<file path="config.mk">
export PLATFORM = sky130hd
export DESIGN_NAME = sync_fifo_param
export DESIGN_NICKNAME = d
export VERILOG_FILES = /design/src/rtl/sync_fifo_pkg.sv /design/src/rtl/sync_fifo_mem.sv /design/src/rtl/sync_fifo_param.sv
export SDC_FILE = /design/constraint.sdc
export NUM_CORES = 1
export LEC_CHECK = 0
export BUFFER_PORTS_ARGS = -buffer_cell sky130_fd_sc_hd__buf_4
export CAP_MARGIN = 20
export CORE_MARGIN = 5
export CORE_UTILIZATION = 60
export CTS_BUF_LIST = sky130_fd_sc_hd__clkbuf_2
export DETAILED_ROUTE_END_ITERATION = 12
export GPL_TIMING_DRIVEN = 0
export PLACE_DENSITY_LB_ADDON = 0.25
export REMOVE_ABC_BUFFERS = 1
export SETUP_SLACK_MARGIN = 0.1
export SYNTH_ARGS = -nofsm -noshare
export SYNTH_HDL_FRONTEND = slang
export SYNTH_SLANG_ARGS = --single-unit
</file>
<file path="constraint.sdc">
create_clock -name clk -period 4.6 [get_ports clk]
set_clock_uncertainty 0.05 [all_clocks]
set_input_delay 1.38 -clock clk [delete_from_list [all_inputs] [get_ports clk]]
set_output_delay 1.38 -clock clk [all_outputs]
set_load 0.005 [all_outputs]
</file>
<file path="src/rtl/sync_fifo_pkg.sv">
// Shared definitions for the parametrised synchronous FIFO.
// Latency: n/a (package only).
// Backpressure: n/a (package only).
package sync_fifo_pkg;

    localparam int DEF_DATA_W = 8;
    localparam int DEF_DEPTH  = 8;

    // Pointer width for a power-of-two depth; count needs one more bit.
    function automatic int ptr_w(input int depth);
        return $clog2(depth);
    endfunction

endpackage

</file>
<file path="src/rtl/sync_fifo_mem.sv">
// DEPTH x DATA_W storage with one synchronous write port and one asynchronous read port.
// Latency: write visible on rd_dat the cycle after the write edge; read is combinational.
// Backpressure: none; the caller only pulses wr_vld for accepted writes.
// Ports: clk, wr_vld/wr_addr/wr_dat (write port), rd_addr -> rd_dat (read port).
module sync_fifo_mem
    import sync_fifo_pkg::*;
#(
    parameter int DATA_W = DEF_DATA_W,
    parameter int DEPTH  = DEF_DEPTH
) (
    input  logic                      clk,
    input  logic                      wr_vld,
    input  logic [ptr_w(DEPTH)-1:0]   wr_addr,
    input  logic [DATA_W-1:0]         wr_dat,
    input  logic [ptr_w(DEPTH)-1:0]   rd_addr,
    output logic [DATA_W-1:0]         rd_dat
);

    // Storage is deliberately not reset.
    logic [DATA_W-1:0] mem_q [DEPTH];

    always_ff @(posedge clk) begin
        if (wr_vld) begin
            mem_q[wr_addr] <= wr_dat;
        end
    end

    assign rd_dat = mem_q[rd_addr];

endmodule

</file>
<file path="src/rtl/sync_fifo_param.sv">
// Parametrised single-clock elastic FIFO with occupancy count, thresholds and sticky errors.
// Latency: rd_en to dout one cycle (registered); with SYNC_FIFO_FWFT_EN head word shown combinationally.
// Backpressure: writes rejected while full, reads rejected while empty; rejections set sticky flags.
// Ports: clk, rst (async active-high); wr_en/din write side; rd_en/dout/dout_valid read side;
//        full/empty/almost_full/almost_empty/count status; overflow/underflow sticky, err_clr clears.
// Build option: define SYNC_FIFO_FWFT_EN for first-word-fall-through output.
module sync_fifo_param
    import sync_fifo_pkg::*;
#(
    parameter int DATA_W = DEF_DATA_W,
    parameter int DEPTH  = DEF_DEPTH,
    parameter int AF_LVL = DEPTH - 2,
    parameter int AE_LVL = 2
) (
    input  logic                    clk,
    input  logic                    rst,
    input  logic                    wr_en,
    input  logic [DATA_W-1:0]       din,
    input  logic                    rd_en,
    input  logic                    err_clr,
    output logic [DATA_W-1:0]       dout,
    output logic                    dout_valid,
    output logic                    full,
    output logic                    empty,
    output logic                    almost_full,
    output logic                    almost_empty,
    output logic [ptr_w(DEPTH):0]   count,
    output logic                    overflow,
    output logic                    underflow
);

    localparam int PW = ptr_w(DEPTH);
    localparam int CW = PW + 1;

    logic [PW-1:0]     wr_ptr_q, wr_ptr_d;
    logic [PW-1:0]     rd_ptr_q, rd_ptr_d;
    logic [CW-1:0]     count_q, count_d;
    logic              overflow_q, overflow_d;
    logic              underflow_q, underflow_d;
    logic              wr_acc, rd_acc;
    logic [DATA_W-1:0] rd_dat;

    // Status flags decode the registered count only.
    assign full         = (count_q == CW'(DEPTH));
    assign empty        = (count_q == '0);
    assign almost_full  = (count_q >= CW'(AF_LVL));
    assign almost_empty = (count_q <= CW'(AE_LVL));
    assign count        = count_q;
    assign overflow     = overflow_q;
    assign underflow    = underflow_q;

    // Acceptance uses pre-edge flags: a simultaneous read does not make room
    // for a write when full, nor does a write feed a read when empty.
    assign wr_acc = wr_en && !full;
    assign rd_acc = rd_en && !empty;

    sync_fifo_mem #(
        .DATA_W (DATA_W),
        .DEPTH  (DEPTH)
    ) u_mem (
        .clk     (clk),
        .wr_vld  (wr_acc),
        .wr_addr (wr_ptr_q),
        .wr_dat  (din),
        .rd_addr (rd_ptr_q),
        .rd_dat  (rd_dat)
    );

    always_comb begin
        wr_ptr_d    = wr_ptr_q;
        rd_ptr_d    = rd_ptr_q;
        count_d     = count_q;
        if (wr_acc) begin
            wr_ptr_d = wr_ptr_q + 1'b1;
        end
        if (rd_acc) begin
            rd_ptr_d = rd_ptr_q + 1'b1;
        end
        case ({wr_acc, rd_acc})
            2'b10:   count_d = count_q + 1'b1;
            2'b01:   count_d = count_q - 1'b1;
            default: count_d = count_q;
        endcase
        // A new error event in the clearing cycle wins over err_clr.
        overflow_d  = (overflow_q  && !err_clr) || (wr_en && full);
        underflow_d = (underflow_q && !err_clr) || (rd_en && empty);
    end

    always_ff @(posedge clk or posedge rst) begin
        if (rst) begin
            wr_ptr_q    <= '0;
            rd_ptr_q    <= '0;
            count_q     <= '0;
            overflow_q  <= 1'b0;
            underflow_q <= 1'b0;
        end else begin
            wr_ptr_q    <= wr_ptr_d;
            rd_ptr_q    <= rd_ptr_d;
            count_q     <= count_d;
            overflow_q  <= overflow_d;
            underflow_q <= underflow_d;
        end
    end

`ifdef SYNC_FIFO_FWFT_EN
    // Head of queue is always presented; rd_en acknowledges it.
    assign dout       = rd_dat;
    assign dout_valid = !empty;
`else
    logic [DATA_W-1:0] dout_q, dout_d;
    logic              dout_valid_q, dout_valid_d;

    always_comb begin
        dout_d       = dout_q;
        dout_valid_d = rd_acc;
        if (rd_acc) begin
            dout_d = rd_dat;
        end
    end

    always_ff @(posedge clk or posedge rst) begin
        if (rst) begin
            dout_q       <= '0;
            dout_valid_q <= 1'b0;
        end else begin
            dout_q       <= dout_d;
            dout_valid_q <= dout_valid_d;
        end
    end

    assign dout       = dout_q;
    assign dout_valid = dout_valid_q;
`endif

endmodule

</file>
==> results.toml, run 1 <==
[clock_tree]
clk_path_buf_depth = 2
holdBufCountCts = 0
cts_tree = "yes"
htreeDepth = 3
cts.sinks = 85
cts.repair.resized = 0
postCtsSetupBuffers = 0
cts_buffers = 9
clk_pin_slew_worst_paths_ps = 210
clkLatencyLatePin_ps = 500
clockRootBuffer = "clkbuf_2"

[sta]
rsz0062_at_grt = "false"
finalMaxSlewViolations = 0
setup_violations = 0
hold_ws_ps = 462
tns_ps = 0
tightest_slew_ps = 993
hold_viol = 0
finalWorstSetupSlack_ps = 1520
maxSlewHeadroom_pct = 33.5
fmax_mhz = 324
period_share_pct = 67.0
layout_min_cycle_time_ps = 3080

[floorplan]
ioPinCount = 32
dieArea_um2 = 7450
start_util_pct = 62.7
rows = 27
core_um2 = 5570
die_y_um = 86.3
die_w_um = 86.3

[power]
p_clk_share_pct = 13.7
p_leak_nw = 1.45
p_seq_share_pct = 53.7
swShare_pct = 34.0
power_density_nw_per_um2 = 576
pwr-share-comb_pct = 32.6
ir_worst_vdd_v = 0.000415
switchingPower_uw = 747
p_int_mw = 1.45

[yosys]
synth_area_um2 = 3490
ys_seq_area_share_pct = 70.0
avgSynthCellArea_um2 = 15.6
ys_ff_latch = 85
synthDistinctLibCells = 33
yosysWarnings = 0
synthCells = 224

[placed_design]
dp_slack_ps = 981
dp_hpwl_mm = 3.94
port_buffers = 31
place_congestion = 0.799
placed_area_um2 = 3740

[critical_path]
cp_slowest_cell = "nand2b_1"
cp-start-kind = "input pin"
cp.required_ps = 4930
path_cells = "buf_4 > nand2b_1 > inv_2 > ha_1 > xor2_1 > ha_1 > a21oi_1 > xor2_1 > nor2_1 > xor2_1"
setup.worst_path.end_class = "flip-flop"
cp_common_cell = "xor2_1"
cp.arrival_ps = 3410
rr_worst_depth = 10
worstSetupPathType = "in -> reg"
cpPeakStageDelay_ps = 580
crit_path_max_fanout = 19

[detailed_routing]
drtPass1Iterations = 4
initialDrtViolationCount = 105
drt_wl_total_mm = 6.08
drc = 0
wl_per_cell_um = 18.1
routed_via_density = 5.56
postRouteAntennaNets = 0
vias = 1863

[grt]
grt_pass1_vias = 1902
grt_usage_pct = 18.2
antenna_found_initial = 0
grt_first_pass_wirelength_mm = 9.87
grt_max_degree = 35
overflow = 0

[finish]
nets = 276
drive_gt1_share_pct = 26.6
finish.instance_area_um2 = 3820
syn2layout_area_growth_pct = 9.34
n_antenna_cell = 0

[worst_hold_path]
hold_depth = 2
hp-class = "reg -> reg"

[job]
cap_violations = 0

[outcome]
outcome = "completed"
==> layer usage <==
layer | vias to the layer above | part of all wire (%) | track usage (%)
met5 | - | 0 | 0
met4 | 0 | 1.8 | 8.78
met3 | 8 | 3.4 | 3.23
met2 | 32 | 52 | 30.1
met1 | 913 | 42 | 23.5
li1 | 910 | - | -
==> power by group through the flow <==
stage	Combinational, mW	Clock, mW	Sequential (mW)
6_report	0.717	0.300	1.18
5_1_grt	0.796	0.343	1.21
4_1_cts	0.729	0.310	1.19
3_5_place_dp	0.729	0	1.21
3_3_place_gp	0.709	0	1.20
2_1_floorplan	0.473	0	1.17
==> synth_stat cells <==
| master | n | area share, % |
|---|---|---|
| nand2b_1 | 6 | 1.1 |
| o21ai_0 | 4 | 0.57 |
| ha_1 | 5 | 1.8 |
| buf_8 | 1 | 0.43 |
| dfrtp_1 | 21 | 15 |
| nand2_1 | 24 | 2.6 |
| nor4b_2 | 1 | 0.43 |
| xor2_1 | 3 | 0.75 |
| a32oi_1 | 1 | 0.25 |
| o21ai_2 | 1 | 0.25 |
| nor4_4 | 1 | 0.61 |
| o21ai_1 | 7 | 1.0 |
| clkbuf_2 | 1 | 0.14 |
| o22ai_1 | 8 | 1.4 |
| nor2_1 | 9 | 0.97 |
| mux2i_1 | 16 | 4.6 |
| clkbuf_1 | 1 | 0.11 |
| nor3_1 | 2 | 0.29 |
| buf_12 | 1 | 0.57 |
| nor2b_1 | 2 | 0.36 |
| buf_4 | 3 | 0.64 |
| inv_1 | 4 | 0.43 |
| nor3b_1 | 1 | 0.21 |
| a211oi_1 | 1 | 0.21 |
| edfxtp_1 | 64 | 55 |
| buf_6 | 2 | 0.64 |
| a221o_1 | 8 | 2.3 |
| buf_1 | 1 | 0.11 |
| mux2_2 | 17 | 5.5 |
| or3b_2 | 1 | 0.25 |
| xnor2_1 | 5 | 1.3 |
| a21oi_1 | 1 | 0.14 |
| inv_2 | 1 | 0.11 |
==> worst max-delay path, delay by kind of cell <==
family / cells / cell delay, ps
XOR/XNOR: 3 / 450
AO/OA/AOI/OAI: 1 / 140
AND/OR/NAND/NOR: 2 / 640
buffers and inverters: 2 / 290
adder cells (fa/ha/maj): 2 / 510
==> logic make-up after synthesis <==
family          Yosys count  share of synthesized area (%)
flops                    85                           70.0
buf+inv                  15                           3.19
simple gates             47                           6.77
xor+xnor                  8                           2.01
mux                      33                           10.1
compound gates           31                           6.16
fa+ha+maj                 5                           1.79
==> area by class of cell <==
type | instances | area, um^2
Timing Repair Buffer | 33 | 248
Multi-Input combinational cell | 124 | 936
Inverter | 5 | 18.8
Tap cell | 72 | 90.1
Fill cell | 393 | 1750
Sequential cell | 85 | 2450
Clock inverter | 6 | 30.0
Clock buffer | 10 | 50.0
==> layout by cell type (no fill, tap or decap), types with 6 or more instances in the layout <==
| master | n |
|---|---|
| nand2b_1 | 6 |
| mux2_2 | 17 |
| nor2_1 | 9 |
| o21ai_1 | 7 |
| clkbuf_2 | 10 |
| mux2i_1 | 16 |
| nand2_1 | 24 |
| o22ai_1 | 8 |
| a221o_1 | 8 |
| dfrtp_1 | 20 |
| edfxtp_1 | 64 |
| buf_4 | 33 |
==> sequential cells by signal, indices dropped and copies added (netlist names) <==
register / cells
u_mem.mem_q: 64
dout: 8
count: 4
rd_ptr_q: 3
wr_ptr_q: 3
dout_valid: 1
overflow: 1
underflow: 1
==> worst paths after layout <==
check / startpoint / end / slack, ps
setup / recovery: rd_en / count[2]$_DFFE_PP0P_ / 1520
hold / removal: dout[5]$_DFFE_PP0P_ / dout[5]$_DFFE_PP0P_ / 460
setup reg to reg: count[1]$_DFFE_PP0P_ / count[2]$_DFFE_PP0P_ / 1550
hold reg to reg: dout[5]$_DFFE_PP0P_ / dout[5]$_DFFE_PP0P_ / 460
max in group asynchronous: rst / rd_ptr_q[0]$_DFFE_PP0P_ / 2930
min in group asynchronous: rst / dout[0]$_DFFE_PP0P_ / 980
==> metrics by stage <==
stage	total power [mW]	utilization, %	cells
final	2.20	68.6	335
after global routing	2.35	68.6	335
after CTS	2.23	68.6	335
after detailed placement	1.93	67.1	319
after global placement	1.90	66.8	317
after floorplan	1.64	-	214
Power figures use the tool's default switching activity.
==> run 2: changes to the inputs <==
CORE_UTILIZATION = 55   (was 60)
clock period = 2.6 ns   (was 4.6 ns; I/O delays follow)
==> results.toml, run 2 (same netlist as run 1, synthesis figures left out) <==
[finish]
nets = 277
n_antenna_cell = 0
drive_gt1_share_pct = 30.7
final_common_cell = "edfxtp_1"
regMostFlops = "u_mem.mem_q"
stdcell_count = 341
largest_reg_flops = 64
fillerInstances = 488
syn2layout_area_growth_pct = 13.9
final_cell_mix = "edfxtp_1 (64), buf_4 (34), nand2_1 (24)"

[clock_tree]
cts.sinks = 85
cts_buffers = 9
clockRootBuffer = "clkbuf_2"
htreeDepth = 3
clkLatencyLatePin_ps = 510
clk_path_buf_depth = 2
cts_tree = "yes"
clk_pin_slew_worst_paths_ps = 230

[placed_design]
dp_hpwl_mm = 3.76
dp_slack_ps = -532
post-place-cells = 322
port_buffers = 31
place_congestion = 0.756

[sta]
hold_viol = 0
finalWorstSetupSlack_ps = 217
finalMaxSlewViolations = 0
setup_violations = 0
tightest_slew_ps = 915
tns_ps = 0
rsz0062_at_grt = "false"
maxSlewHeadroom_pct = 38.7
fmax_mhz = 420
layout_min_cycle_time_ps = 2380
period_share_pct = 91.7

[outcome]
outcome = "completed"

[detailed_routing]
vias = 1910
drc = 0
drt_wl_total_mm = 6.11
initialDrtViolationCount = 94
wl_per_cell_um = 17.9
drtPass1Iterations = 4
postRouteAntennaNets = 0
routed_via_density = 5.60

[floorplan]
die_w_um = 89.7
rows = 29
ioPinCount = 32
die_y_um = 89.7
core_um2 = 6280
dieArea_um2 = 8050
start_util_pct = 55.7

[grt]
grt_first_pass_wirelength_mm = 9.38
grt_max_degree = 35
grt_pass1_vias = 1842
overflow = 0
grt_usage_pct = 15.4
antenna_found_initial = 0

[critical_path]
r2r_slack_ps = 270
cp.arrival_ps = 1550
crit_path_max_fanout = 9
r2r-start = "count[1]$_DFFE_PP0P_"
cp.required_ps = 1770
cp-start-kind = "flip-flop"
setup.worst_path.end_class = "primary output"
endpoint = "full"
worstSetupPathType = "reg -> out"
r2r_end = "count[2]$_DFFE_PP0P_"
startpoint = "count[1]$_DFFE_PP0P_"
rr_worst_depth = 10

[power]
p_leak_nw = 1.51
switchingPower_mw = 1.40
power_density_nw_per_um2 = 1110
pwr-share-comb_pct = 30.0
ir_worst_vdd_v = 0.000686
swShare_pct = 31.8
p_int_mw = 3.00
p_clk_share_pct = 22.0
p_seq_share_pct = 48.0

[job]
cap_violations = 0

[worst_hold_path]
hp-class = "in -> async"
[run 2: cell count changes in the layout (fill, tap and decap cells not counted), moves of 2 or more]
| cell | change |
|---|---|
| dfrtp_2 | +3 |
| nor3_2 | +2 |
| inv_6 | +2 |
| clkinv_1 | -2 |
| nor3_1 | -2 |
| clkinv_2 | -3 |
| bufinv_16 | +4 |
| dfrtp_1 | -3 |
[run 2: repair_timing]
item / 4_1_cts / 5_1_grt
pin swaps: 0 / 1
hold endpoints to repair: 0 / 0
buffers inserted: 1 / 2
hold buffers: 0 / 0
resized for setup: 3 / 5
endpoints found under the setup margin: 12 / 28
[run 2: metrics by stage]
step	power [mW]	hold slack, ps	area [um^2]	utilization [%]
floorplan	2.90	427	3400	-
global placement	3.38	414	3730	59.4
detailed placement	3.43	432	3740	59.6
CTS	4.39	340	3950	62.9
global route	4.67	300	3980	63.4
finish	4.40	339	3980	63.4
[run 2: worst min-delay path by stage]
stage                                endpoint  slack, ps  cells after the start
after detailed placement  dout[5]$_DFFE_PP0P_        430                      2
after global placement    dout[5]$_DFFE_PP0P_        410                      2
after CTS                  overflow$_DFF_PP0_        340                      2
after global routing       overflow$_DFF_PP0_        300                      2
after floorplan           dout[5]$_DFFE_PP0P_        430                      2
final                     dout[0]$_DFFE_PP0P_        340                      2
[run 2: critical path, stage by stage, from the launching register on]
cell,delay [ps]
dfrtp_2,540
nor4b_4,340
buf_4,170
[run 2: routing by layer]
metal	part of all wire (%)	global-route usage, %
met1	42	18.8
met4	1.0	5.67
met3	5.9	5.09
met2	51	25.5
met5	0	0
[run 2: area by class of cell]
cell class | instances | area [um^2] | share of cell area [%]
Tap cell | 77 | 96.3 | 2.42
Sequential cell | 85 | 2450 | 61.6
Clock buffer | 9 | 45.0 | 1.13
Inverter | 5 | 18.8 | 0.472
Multi-Input combinational cell | 124 | 967 | 24.3
Clock inverter | 7 | 145 | 3.65
Timing Repair Buffer | 34 | 255 | 6.41
[run 2: power by group through the flow]
stage / Clock (mW) / Sequential, mW / Combinational (mW)
final: 0.970 / 2.11 / 1.32
after global placement: 0 / 2.11 / 1.27
after floorplan: 0 / 2.07 / 0.837
after detailed placement: 0 / 2.14 / 1.29
after CTS: 0.978 / 2.11 / 1.31
after global routing: 1.07 / 2.15 / 1.45
==> run 3: changes to the inputs <==
PLACE_DENSITY = 0.78   (was unset)
PLACE_DENSITY_LB_ADDON = unset   (was 0.25)
==> results.toml, run 3 (same netlist as run 1, synthesis figures left out) <==
[detailed_routing]
initialDrtViolationCount = 126
wl_per_cell_um = 17.7
drt_wl_total_mm = 6.09
drc = 0
drtPass1Iterations = 4
vias = 1907
postRouteAntennaNets = 0
routed_via_density = 5.56

[power]
ir_worst_vdd_v = 0.000654
p_leak_nw = 1.48
power.total_mw = 4.08
power_density_nw_per_um2 = 1040

[worst_hold_path]
hp-class = "in -> async"

[finish]
drive_gt1_share_pct = 31.2
final_cell_mix = "edfxtp_1 (64), buf_4 (36), nand2_1 (24)"
largest_reg_flops = 64
syn2layout_area_growth_pct = 11.7
regMostFlops = "u_mem.mem_q"
nets = 279
final_common_cell = "edfxtp_1"
n_antenna_cell = 0

[clock_tree]
cts_buffers = 9
clk_pin_slew_worst_paths_ps = 260
clkLatencyLatePin_ps = 540
clk_path_buf_depth = 2
clockRootBuffer = "clkbuf_2"
htreeDepth = 3
cts.sinks = 85
cts_tree = "yes"

[sta]
maxSlewHeadroom_pct = 41.0
finalWorstSetupSlack_ps = 188
tightest_slew_ps = 881
finalMaxSlewViolations = 0
fmax_mhz = 415
setup_violations = 0
tns_ps = 0
hold_viol = 0
rsz0062_at_grt = "true"
layout_min_cycle_time_ps = 2410
period_share_pct = 92.8

[floorplan]
ioPinCount = 32
rows = 29
die_y_um = 89.7
start_util_pct = 55.7
core_um2 = 6280
dieArea_um2 = 8050
die_w_um = 89.7

[critical_path]
crit_path_max_fanout = 8
cp.arrival_ps = 1580
cp.required_ps = 1770
r2r-start = "count[1]$_DFFE_PP0P_"
worstSetupPathType = "reg -> out"
cp-start-kind = "flip-flop"
rr_worst_depth = 10
startpoint = "count[1]$_DFFE_PP0P_"
setup.worst_path.end_class = "primary output"

[placed_design]
dp_hpwl_mm = 3.66
dp_slack_ps = -476
port_buffers = 31
place_congestion = 0.777

[grt]
antenna_found_initial = 0
grt_usage_pct = 15.3
grt_max_degree = 35
grt_first_pass_wirelength_mm = 9.36
overflow = 0
grt_pass1_vias = 1817

[job]
cap_violations = 0

[outcome]
outcome = "completed"
## run 3: worst max-delay path, cell delays in order, from the launching register on
cell and delay, ps:
dfrtp_2 530, nor4b_4 360, buf_4 170
## run 3: timing repair
item                                    in CTS  in global routing
pin swaps                                    0                  1
endpoints found under the setup margin       5                 31
setup buffers                                1                  4
gates resized for setup                      4                  4
cloned                                       0                  0
hold buffers                                 0                  0
## run 3: layer usage
| layer | up-vias | track usage (%) | part of all wire, % |
|---|---|---|---|
| li1 | 917 | - | - |
| met1 | 937 | 19.1 | 43 |
| met2 | 44 | 24.9 | 49 |
| met3 | 9 | 4.51 | 5.9 |
| met4 | 0 | 6.42 | 1.6 |
| met5 | - | 0 | 0 |
## run 3: final timing paths
| check | end | slack (ps) |
|---|---|---|
| hold / removal | dout[6]$_DFFE_PP0P_ | 320 |
| setup / recovery | full | 190 |
| max in group asynchronous | count[0]$_DFFE_PP0P_ | 1570 |
| setup reg to reg | count[2]$_DFFE_PP0P_ | 230 |
| hold reg to reg | dout[2]$_DFFE_PP0P_ | 470 |
| min in group clk | overflow$_DFF_PP0_ | 360 |
## run 3: report_power, final
part	switching (mW)	internal [mW]	total, mW
Sequential	0.327	1.78	2.10
Clock	0.484	0.145	0.629
Combinational	0.616	0.731	1.35
Total	1.43	2.65	4.08
## run 3: through the flow
step | area (um^2) | util, % | hold slack (ps) | cells
floorplan | 3400 | - | 427 | 214
global placement | 3730 | 59.4 | 412 | 322
detailed placement | 3740 | 59.6 | 426 | 322
CTS | 3860 | 61.5 | 323 | 339
global route | 3910 | 62.2 | 299 | 343
finish | 3910 | 62.2 | 322 | 343
## run 3: final cells by class
type / count / area, um^2
flip-flops and latches: 85 / 2450
fillers: 468 / 2370
multi-input cells: 124 / 965
repair buffers: 36 / 270
well taps: 77 / 96.3
clock inverters: 7 / 56.3
clock buffers: 9 / 45.0
inverters: 5 / 18.8
